## config.mk

```make
export PLATFORM = sky130hd
export DESIGN_NAME = stream_demux
export DESIGN_NICKNAME = d
export VERILOG_FILES = /design/src/rtl/demux_pkg.sv /design/src/rtl/demux_slot.sv /design/src/rtl/stream_demux.sv
export SDC_FILE = /design/constraint.sdc
export NUM_CORES = 1
export LEC_CHECK = 0
export BUFFER_PORTS_ARGS = -buffer_cell sky130_fd_sc_hd__buf_2
export CAP_MARGIN = 10
export CORE_MARGIN = 4
export CORE_UTILIZATION = 25
export DETAILED_ROUTE_END_ITERATION = 8
export HOLD_SLACK_MARGIN = 0.12
export PLACE_DENSITY = 0.41
export SLEW_MARGIN = 20
export SYNTH_ARGS = -nofsm -noshare
export SYNTH_HDL_FRONTEND = slang
export SYNTH_SLANG_ARGS = --single-unit
export TNS_END_PERCENT = 50
```

## constraint.sdc

```tcl
create_clock -name clk -period 5.4 [get_ports clk]
set_input_delay 1.08 -clock clk [delete_from_list [all_inputs] [get_ports clk]]
set_output_delay 1.08 -clock clk [all_outputs]
set_load 0.05 [all_outputs]
```

## src/rtl/demux_pkg.sv

```systemverilog
// demux_pkg: shared types and constants for the stream_demux block.
// Holds the routing FSM state type and the legal range of channel counts.
package demux_pkg;

  typedef enum logic [1:0] {
    IDLE  = 2'd0,
    ROUTE = 2'd1,
    DROP  = 2'd2
  } state_t;

  localparam int NCH_MIN = 2;
  localparam int NCH_MAX = 16;

endpackage

```

## src/rtl/demux_slot.sv

```systemverilog
// demux_slot: one-entry output register for a single demux channel.
// The slot reports itself free when empty or when its current beat drains
// this cycle, so a drain and a refill can happen on the same edge.
module demux_slot #(
  parameter int WIDTH = 8
) (
  input  logic             clk,
  input  logic             rst_n,
  input  logic             wr_en,
  input  logic [WIDTH-1:0] wr_data,
  input  logic             wr_last,
  input  logic             out_ready,
  output logic [WIDTH-1:0] out_data,
  output logic             out_valid,
  output logic             out_last,
  output logic             free
);

  assign free = !out_valid || out_ready;

  // Load a new beat on write; otherwise drop valid once the consumer takes it.
  always_ff @(posedge clk or negedge rst_n) begin
    if (!rst_n) begin
      out_valid <= 1'b0;
      out_data  <= '0;
      out_last  <= 1'b0;
    end else if (wr_en) begin
      out_valid <= 1'b1;
      out_data  <= wr_data;
      out_last  <= wr_last;
    end else if (out_valid && out_ready) begin
      out_valid <= 1'b0;
    end
  end

endmodule

```

## src/rtl/stream_demux.sv

```systemverilog
// stream_demux: 1:NCH packet-routing stream demultiplexer.
// The channel is chosen on the first beat of a packet and held until the
// last beat. Optional macro DEMUX_DROP_EN turns an out-of-range select into
// a discarded packet with an err pulse instead of an input stall.
module stream_demux
  import demux_pkg::*;
#(
  parameter int WIDTH = 8,
  parameter int NCH   = 4,
  parameter int SELW  = $clog2(NCH)
) (
  input  logic                 clk,
  input  logic                 rst_n,
  input  logic [WIDTH-1:0]     in_data,
  input  logic                 in_valid,
  input  logic                 in_last,
  output logic                 in_ready,
  input  logic [SELW-1:0]      select,
  output logic [NCH*WIDTH-1:0] out_data,
  output logic [NCH-1:0]       out_valid,
  output logic [NCH-1:0]       out_last,
  input  logic [NCH-1:0]       out_ready,
  output logic                 busy,
  output logic                 err
);

  if (NCH < NCH_MIN || NCH > NCH_MAX) begin : g_bad_nch
    $error("stream_demux: NCH out of supported range");
  end

  localparam logic [SELW:0] NCH_V = (SELW+1)'(NCH);

  state_t                 state;
  logic [SELW-1:0]        cur_sel;
  logic [SELW-1:0]        wr_sel;
  logic [NCH-1:0]         slot_free;
  logic [(2**SELW)-1:0]   free_pad;
  logic [NCH-1:0]         wr_en;
  logic                   in_range;
  logic                   accept;
  logic                   write_ok;

  assign in_range = ({1'b0, select} < NCH_V);
  assign wr_sel   = (state == IDLE) ? select : cur_sel;
  assign accept   = in_valid && in_ready;
  assign write_ok = accept && (((state == IDLE) && in_range) || (state == ROUTE));

  // Widen the free flags to every encodable select so indexing never leaves the vector.
  always_comb begin
    free_pad = '0;
    free_pad[NCH-1:0] = slot_free;
  end

  // Ready depends only on state, select and the target slot, never on in_valid.
  always_comb begin
    in_ready = 1'b0;
    if (rst_n) begin
      case (state)
        IDLE: begin
          if (in_range) begin
            in_ready = free_pad[select];
          end else begin
`ifdef DEMUX_DROP_EN
            in_ready = 1'b1;
`else
            in_ready = 1'b0;
`endif
          end
        end
        ROUTE: in_ready = free_pad[cur_sel];
`ifdef DEMUX_DROP_EN
        DROP: in_ready = 1'b1;
`endif
        default: in_ready = 1'b0;
      endcase
    end
  end

  // Decode the single slot that receives an accepted routed beat.
  always_comb begin
    wr_en = '0;
    for (int i = 0; i < NCH; i++) begin
      wr_en[i] = write_ok && (wr_sel == SELW'(i));
    end
  end

  for (genvar i = 0; i < NCH; i++) begin : g_slot
    demux_slot #(.WIDTH(WIDTH)) u_slot (
      .clk       (clk),
      .rst_n     (rst_n),
      .wr_en     (wr_en[i]),
      .wr_data   (in_data),
      .wr_last   (in_last),
      .out_ready (out_ready[i]),
      .out_data  (out_data[i*WIDTH +: WIDTH]),
      .out_valid (out_valid[i]),
      .out_last  (out_last[i]),
      .free      (slot_free[i])
    );
  end

  // Packet FSM: latch the channel on a first beat and track packet boundaries.
  always_ff @(posedge clk or negedge rst_n) begin
    if (!rst_n) begin
      state   <= IDLE;
      cur_sel <= '0;
      busy    <= 1'b0;
      err     <= 1'b0;
    end else begin
      err <= 1'b0;
      case (state)
        IDLE: begin
          if (accept) begin
            if (in_range) begin
              cur_sel <= select;
              if (!in_last) begin
                state <= ROUTE;
                busy  <= 1'b1;
              end
            end
`ifdef DEMUX_DROP_EN
            else begin
              err <= 1'b1;
              if (!in_last) begin
                state <= DROP;
                busy  <= 1'b1;
              end
            end
`endif
          end
        end
        ROUTE: begin
          if (accept && in_last) begin
            state <= IDLE;
            busy  <= 1'b0;
          end
        end
`ifdef DEMUX_DROP_EN
        DROP: begin
          if (accept && in_last) begin
            state <= IDLE;
            busy  <= 1'b0;
          end
        end
`endif
        default: begin
          state <= IDLE;
          busy  <= 1'b0;
        end
      endcase
    end
  end

endmodule
```

==> run_results.csv, run 1 <==
group,metric,value,unit
floorplanning,die_h,95.68,µm
cells_and_area,multi_input_area,747.0,µm²
placement,dp_hpwl,3256,µm
critical_path,slowest_delay,0.38,ns
placement,io_buffers,59,
sta,post-route-period-util,64.88,%
global_routing,grt_max_degree,26,
floorplanning,start_util,26.08,%
drt,routed_via_density,4.306,
critical_path,path_class,"input port to primary output",
synth,synth.distinct_cells,28,
drt,dr_total_vias,1253,
critical_path,cp-end-kind,"primary output",
min_path,worst_hold_path_type,"flop to flop",
global_routing,grt_pass1_vias,1368,
sta,skew,0.01044,ns
synth,synth-seq-cells,43,
clock_tree,clk_latency,0.29,ns
clock_tree,h-tree-depth,2,
sta,rsz0062_at_grt,"false",
drt,dr.pass1.iters,4,
drt,drt_iter0_markers,22,
synth,ys.flop_type,"dfrtp_1",
run_status,outcome,"completed",
sta,setup_ws,1.897,ns
sta,layout_min_cycle_time,3.503,ns
cells_and_area,final_net_count,210,
sta,drv_slew,0,
synth,netlist_area,0.001922,mm²
global_routing,antenna_found_initial,0,
critical_path,setup.worst_path.start_class,"input port",
critical_path,crit_chain,"buf_2, inv_1, a2111oi_4, a32o_1, buf_2",
floorplanning,die_area,0.009154,mm²
cells_and_area,register_area,0.001076,mm²
clock_tree,cts_buffers,5,
floorplanning,row_count,31,
cells_and_area,final_common_cell,"buf_2",
global_routing,grt_usage,10.47,%
cells_and_area,nFillCells,756,
cells_and_area,syn_to_final_growth,23.76,%
clock_tree,hold_buffers,0,
sta,fmax,285.4,MHz
critical_path,crit_top_cell,"buf_2",
placement,gp_congestion,0.8057,
critical_path,worstPathRequired,4.32,ns
clock_tree,clockBufferDepth,2,
clock_tree,cts-resized-gates,0,
synth,synth_warnings,0,
sta,setup_viol,0,
global_routing,grt_overflow,0,
floorplanning,ios,61,
drt,wl,4482,µm
drt,route.detailed.drc,0,
drt,wl_per_cell,15.40,µm
clock_tree,cts_setup_buffers,0,
synth,ys_async_sr_fraction,100.0,%
synth,avgSynthCellArea,14.24,µm²
sta,hold_violations,0,
critical_path,slowest_stage,"a2111oi_4",
critical_path,critPathArrivalTime,2.42,ns
synth,synth_nets,153,
clock_tree,clock_tree.root_cell,"clkbuf_8",
critical_path,crit_fanout,21,
floorplanning,coreArea,0.007370,mm²
clock_tree,cts_sinks,43,
run,cap_violations,0,
placement,dp_slack,1.853,ns
global_routing,grt_pass1_wl,7120,µm
cells_and_area,drive_above_1_share,58.33,%
synth,synth_edf_count,0,
placement,placed_cell_area,0.002276,mm²
synth,synth_cells,135,
synth,seq_area_frac_synth,55.99,%
cells_and_area,fin_area,0.002379,mm²
clock_tree,cts_tree,"yes",
cells_and_area,layout_common_cells,"buf_2, dfrtp_1, mux2_2",
drt,postRouteAntennaNets,0,
cells_and_area,insertedDiodeCount,0,
clock_tree,clk_pin_slew,0.07,ns
floorplanning,die_w,95.68,µm
sta,fin_setup_tns,0,ns
[critical path: cells and delay by family]
family / cells / cell delay [ns]
compound gates: 2 / 0.57
buf+inv: 3 / 0.77
[sequential cells by signal (all words and copies together) (netlist names)]
name	flops
busy	1
cur_sel	2
g_slot.u_slot.out_data	32
g_slot.u_slot.out_last	4
g_slot.u_slot.out_valid	4
[synthesized netlist by cell type, types with 2 or more instances]
master / number / share of area, %
nand3b_1: 2 / 0.78
nor2_1: 4 / 0.78
inv_1: 7 / 1.4
nand2_1: 3 / 0.59
a31oi_1: 2 / 0.65
buf_4: 9 / 3.5
dfrtp_1: 43 / 56
nor3_1: 2 / 0.52
a21oi_4: 4 / 3.4
mux2_2: 36 / 21
mux2_1: 2 / 1.2
nand2b_1: 2 / 0.65
a21o_1: 4 / 1.6
[per-stage QoR]
step           utilization [%]  hold WS, ns  cells
6_report                 32.28       0.4954    291
5_1_grt                  32.28       0.5260    291
4_1_cts                  32.28       0.4999    291
3_5_place_dp             30.88       0.4825    284
3_3_place_gp             30.88       0.4680    284
2_1_floorplan                -       0.4594    135
[layout make-up]
class,count,area share [%]
multi-input cells,75,31.40
clock inverters,1,1.262
repair buffers,60,12.73
inverters,7,1.105
well taps,99,5.208
flip-flops and latches,43,45.24
clock buffers,6,3.051
[metal layers]
| metal | routed length [µm] | track usage, % |
|---|---|---|
| met1 | 1953 | 12.81 |
| met2 | 2086 | 16.44 |
| met3 | 428 | 5.288 |
| met4 | 14 | 2.488 |
| met5 | 0 | 0 |
[worst paths after layout]
path	startpoint	to	slack, ns	cells after the start
max in group asynchronous	rst_n	g_slot[1].u_slot.out_data[0]$_DFFE_PN0P_	3.98	2
setup / recovery	rst_n	in_ready	1.90	5
hold / removal	g_slot[2].u_slot.out_last$_DFFE_PN0P_	g_slot[2].u_slot.out_last$_DFFE_PN0P_	0.50	1
min in group asynchronous	rst_n	g_slot[1].u_slot.out_valid$_DFFE_PN0P_	0.73	1
hold reg to reg	g_slot[2].u_slot.out_last$_DFFE_PN0P_	g_slot[2].u_slot.out_last$_DFFE_PN0P_	0.50	1
setup reg to reg	busy$_DFFE_PN0P_	g_slot[1].u_slot.out_data[0]$_DFFE_PN0P_	3.13	5
[logic make-up (layout without fill, tap and decap cells)]
kind of cell / count (synthesis) / in the layout / synth area share (%)
buf+inv: 17 / 74 / 5.143
simple gates: 19 / 19 / 6.706
compound gates: 16 / 16 / 9.180
mux: 39 / 39 / 22.79
other cells: 1 / 1 / 0.1951
flops: 43 / 43 / 55.99
Power of run 1 is left out: the tool's default activity adds up to more than one toggle a clock period on the data nets, which glitch-free logic cannot reach.
==> run 2: changes to the inputs <==
--- a/config.mk
+++ b/config.mk
@@ -5,13 +5,14 @@
 export SDC_FILE = /design/constraint.sdc
 export NUM_CORES = 1
 export LEC_CHECK = 0
+export ABC_AREA = 1
 export BUFFER_PORTS_ARGS = -buffer_cell sky130_fd_sc_hd__buf_2
 export CAP_MARGIN = 10
 export CORE_MARGIN = 4
 export CORE_UTILIZATION = 25
 export DETAILED_ROUTE_END_ITERATION = 8
 export HOLD_SLACK_MARGIN = 0.12
-export PLACE_DENSITY = 0.41
+export PLACE_DENSITY = 0.4
 export SLEW_MARGIN = 20
 export SYNTH_ARGS = -nofsm -noshare
 export SYNTH_HDL_FRONTEND = slang
==> constraint.sdc (replaced) <==
create_clock -name clk -period 3.47 [get_ports clk]
set_input_delay 0.694 -clock clk [delete_from_list [all_inputs] [get_ports clk]]
set_output_delay 0.694 -clock clk [all_outputs]
set_load 0.05 [all_outputs]
==> run 2 against run 1 <==
Hold slack got worse by 0.028 ns. Final cell count rose by 35%. Sequential share of layout area fell by 3.3 points. Setup slack got worse by 0.76 ns. First-iteration DRC count rose to 3.8 times the previous value. Highest routed layer unchanged.
==> run_results.csv, run 2 <==
group,metric,value,unit
run_status,outcome,"completed",
floorplanning,die_area,0.01007,mm²
synth,synthSimpleGateAreaFrac,40.20,%
sta,post-route-period-util,67.16,%
sta,hold_ws,0.4673,ns
global_routing,grt_pass1_wl,9908,µm
clock_tree,clockBufferDepth,2,
cells_and_area,insertedDiodeCount,0,
clock_tree,hold_buffers,0,
floorplanning,start_util,25.82,%
synth,yosys.area.top_type_share,50.47,%
sta,hold_violations,0,
cells_and_area,nFillCells,909,
drt,dr.pass1.iters,4,
synth,synth_top_family_by_area,"simple AND/OR/NAND/NOR gates",
sta,drv_slew,0,
synth,synth_cells,236,
sta,maxSlewHeadroom,36.88,%
pwr,power_frac_comb,56.0,%
floorplanning,die_w,100.4,µm
pwr,p_int,1278,µW
drt,drt_iter0_markers,83,
synth,synth_area_leaders,"dfrtp_1, nand2_1, nand4_1, nand4_4, nor2_8",
drt,wl,6034,µm
pwr,irDropWorstVdd,0.0005260,V
synth,seq_area_frac_synth,50.47,%
synth,synth_warnings,0,
cells_and_area,regMostFlops,"g_slot.u_slot.out_data",
critical_path,crit_chain,"nor2_2, nand3_1, nand3_1, nor2_2, buf_2",
cells_and_area,syn_to_final_growth,20.31,%
sta,fmax,429.1,MHz
cells_and_area,multi_input_area,879.6,µm²
sta,skew,0.006268,ns
clock_tree,cts_buffers,5,
drt,wl_per_cell,15.39,µm
synth,synth-seq-cells,43,
clock_tree,cts_tree,"yes",
placement,gp_congestion,0.8027,
global_routing,grt_overflow,0,
pwr,cellPowerDensity,1123,mW/mm²
global_routing,grt_pass1_vias,1813,
critical_path,critPathArrivalTime,1.64,ns
critical_path,slowest_stage,"dfrtp_1",
critical_path,cp_top_family,"flip-flops",
pwr,netSwitchingPower,1602,µW
cells_and_area,layout_common_cells,"nand2_1, buf_2, dfrtp_1",
global_routing,grt_max_degree,45,
placement,dp_hpwl,4088,µm
synth,yosys.area_share.adder,0,%
cells_and_area,final_common_cell,"nand2_1",
critical_path,slowest_delay,0.53,ns
drt,routed_via_density,4.508,
global_routing,antenna_found_initial,0,
pwr,leakage,0.001427,µW
clock_tree,clock_tree.root_cell,"clkbuf_8",
clock_tree,clk_pin_slew,0.09,ns
cells_and_area,top_regs,"g_slot.u_slot.out_data x32, g_slot.u_slot.out_last x4, g_slot.u_slot.out_valid x4",
critical_path,crit_end,"in_ready",
clock_tree,cts-resized-gates,0,
cells_and_area,largest_register_ffs,32,
synth,synth_edf_count,0,
critical_path,setup.worst_path.start_class,"flop",
critical_path,startpoint,"busy$_DFFE_PN0P_",
drt,postRouteAntennaNets,0,
sta,rsz0062_at_grt,"false",
min_path,worst_hold_path_type,"flop to flop",
critical_path,path_class,"flop to primary output",
pwr,switching_share,55.63,%
floorplanning,ios,61,
critical_path,r2r-end,"g_slot[2].u_slot.out_data[1]$_DFFE_PN0P_",
synth,muxShareOfSynthArea,0,%
cells_and_area,final_net_count,304,
cells_and_area,drive_above_1_share,29.97,%
floorplanning,coreArea,0.008258,mm²
run,cap_violations,0,
critical_path,crit_fanout,8,
critical_path,cp-end-kind,"primary output",
synth,ys_async_sr_fraction,100.0,%
clock_tree,cts_sinks,43,
clock_tree,h-tree-depth,2,
synth,synth_most_common_cell,"nand2_1",
synth,synth_nets,254,
critical_path,r2r_cells,6,
synth,netlist_area,0.002132,mm²
floorplanning,row_count,33,
pwr,power.share.clock,13.9,%
clock_tree,clk_latency,0.30,ns
critical_path,worstReg2RegStart,"busy$_DFFE_PN0P_",
critical_path,path_depth,5,
drt,dr_total_vias,1767,
synth,ys.flop_type,"dfrtp_1",
synth,synth_xor_area_share,0,%
sta,layout_min_cycle_time,2.331,ns
critical_path,reg2reg_setup_slack,1.63,ns
sta,fin_setup_tns,0,ns
synth,synth_commonest_cells,"nand2_1, dfrtp_1, nand4_1",
synth,avgSynthCellArea,9.034,µm²
sta,worst_pin_slew,0.9468,ns
critical_path,crit_buf_inv,1,
synth,synth.distinct_cells,20,
synth,synth_top_area_cell,"dfrtp_1",
sta,setup_viol,0,
clock_tree,cts_setup_buffers,0,
floorplanning,die_h,100.4,µm
drt,route.detailed.drc,0,
synth,synth_compound_area_share,0.8803,%
critical_path,worstPathRequired,2.78,ns
placement,io_buffers,59,
cells_and_area,register_area,0.001076,mm²
global_routing,grt_usage,12.59,%
pwr,seq_power_share,30.0,%
## run 2: worst min path at each step
stage | start | endpoint | slack, ns | cells past startpoint
3_3_place_gp | g_slot[1].u_slot.out_data[6]$_DFFE_PN0P_ | g_slot[1].u_slot.out_data[6]$_DFFE_PN0P_ | 0.45 | 2
6_report | g_slot[2].u_slot.out_data[3]$_DFFE_PN0P_ | g_slot[2].u_slot.out_data[3]$_DFFE_PN0P_ | 0.47 | 2
2_1_floorplan | rst_n | busy$_DFFE_PN0P_ | 0.40 | 0
5_1_grt | g_slot[0].u_slot.out_data[1]$_DFFE_PN0P_ | g_slot[0].u_slot.out_data[1]$_DFFE_PN0P_ | 0.50 | 2
3_5_place_dp | g_slot[2].u_slot.out_data[3]$_DFFE_PN0P_ | g_slot[2].u_slot.out_data[3]$_DFFE_PN0P_ | 0.45 | 2
4_1_cts | g_slot[1].u_slot.out_data[0]$_DFFE_PN0P_ | g_slot[1].u_slot.out_data[0]$_DFFE_PN0P_ | 0.48 | 2
## run 2: stage by stage
stage          std cells  instance area (µm²)  util (%)  total power (µW)  worst slack [ns]
4_1_cts              392                 2565     31.06              2930             1.119
3_5_place_dp         384                 2452     29.70              2512             1.145
6_report             392                 2565     31.06              2880             1.139
3_3_place_gp         384                 2452     29.70              2510             1.148
2_1_floorplan        236                 2132         -              2173             1.186
5_1_grt              392                 2565     31.06              3079             1.019
## run 2: metal layers
layer | GRT usage (%) | part of all wire, % | vias to the layer above
li1 | - | - | 879
met4 | 3.938 | 1.5 | 0
met5 | 0 | 0 | -
met3 | 2.849 | 4.2 | 8
met2 | 19.16 | 46 | 38
met1 | 17.75 | 49 | 842
## run 2: worst reg2reg max path, delay by kind of cell, from the launching register on
family / cells / cell delay [ns]
AO/OA/AOI/OAI: 1 / 0.47
flip-flops: 1 / 0.50
buffers and inverters: 1 / 0.12
AND/OR/NAND/NOR: 4 / 0.65
## run 2: area by class of cell
cell class / instances / share of cell area [%]
multi-input combinational: 161 / 34.29
sequential: 43 / 41.95
clock buffer: 5 / 2.683
tap: 105 / 5.122
timing repair buffer: 61 / 12.10
clock inverter: 3 / 1.707
inverter: 14 / 2.146
## run 2: power by group through the flow
stage          sequential, µW  clock (µW)  combinational, µW
2_1_floorplan            1510           0                665
3_3_place_gp              877           0               1630
3_5_place_dp              875           0               1640
4_1_cts                   869         421               1640
5_1_grt                   902         444               1730
6_report                  865         401               1610
## run 2: cell families after synthesis
group / Yosys count
buffers and inverters: 32
and+or+nand+nor: 157
DFF: 43
AOI/OAI and AO/OA: 3
other: 1
(Power assumes the default switching activity.)
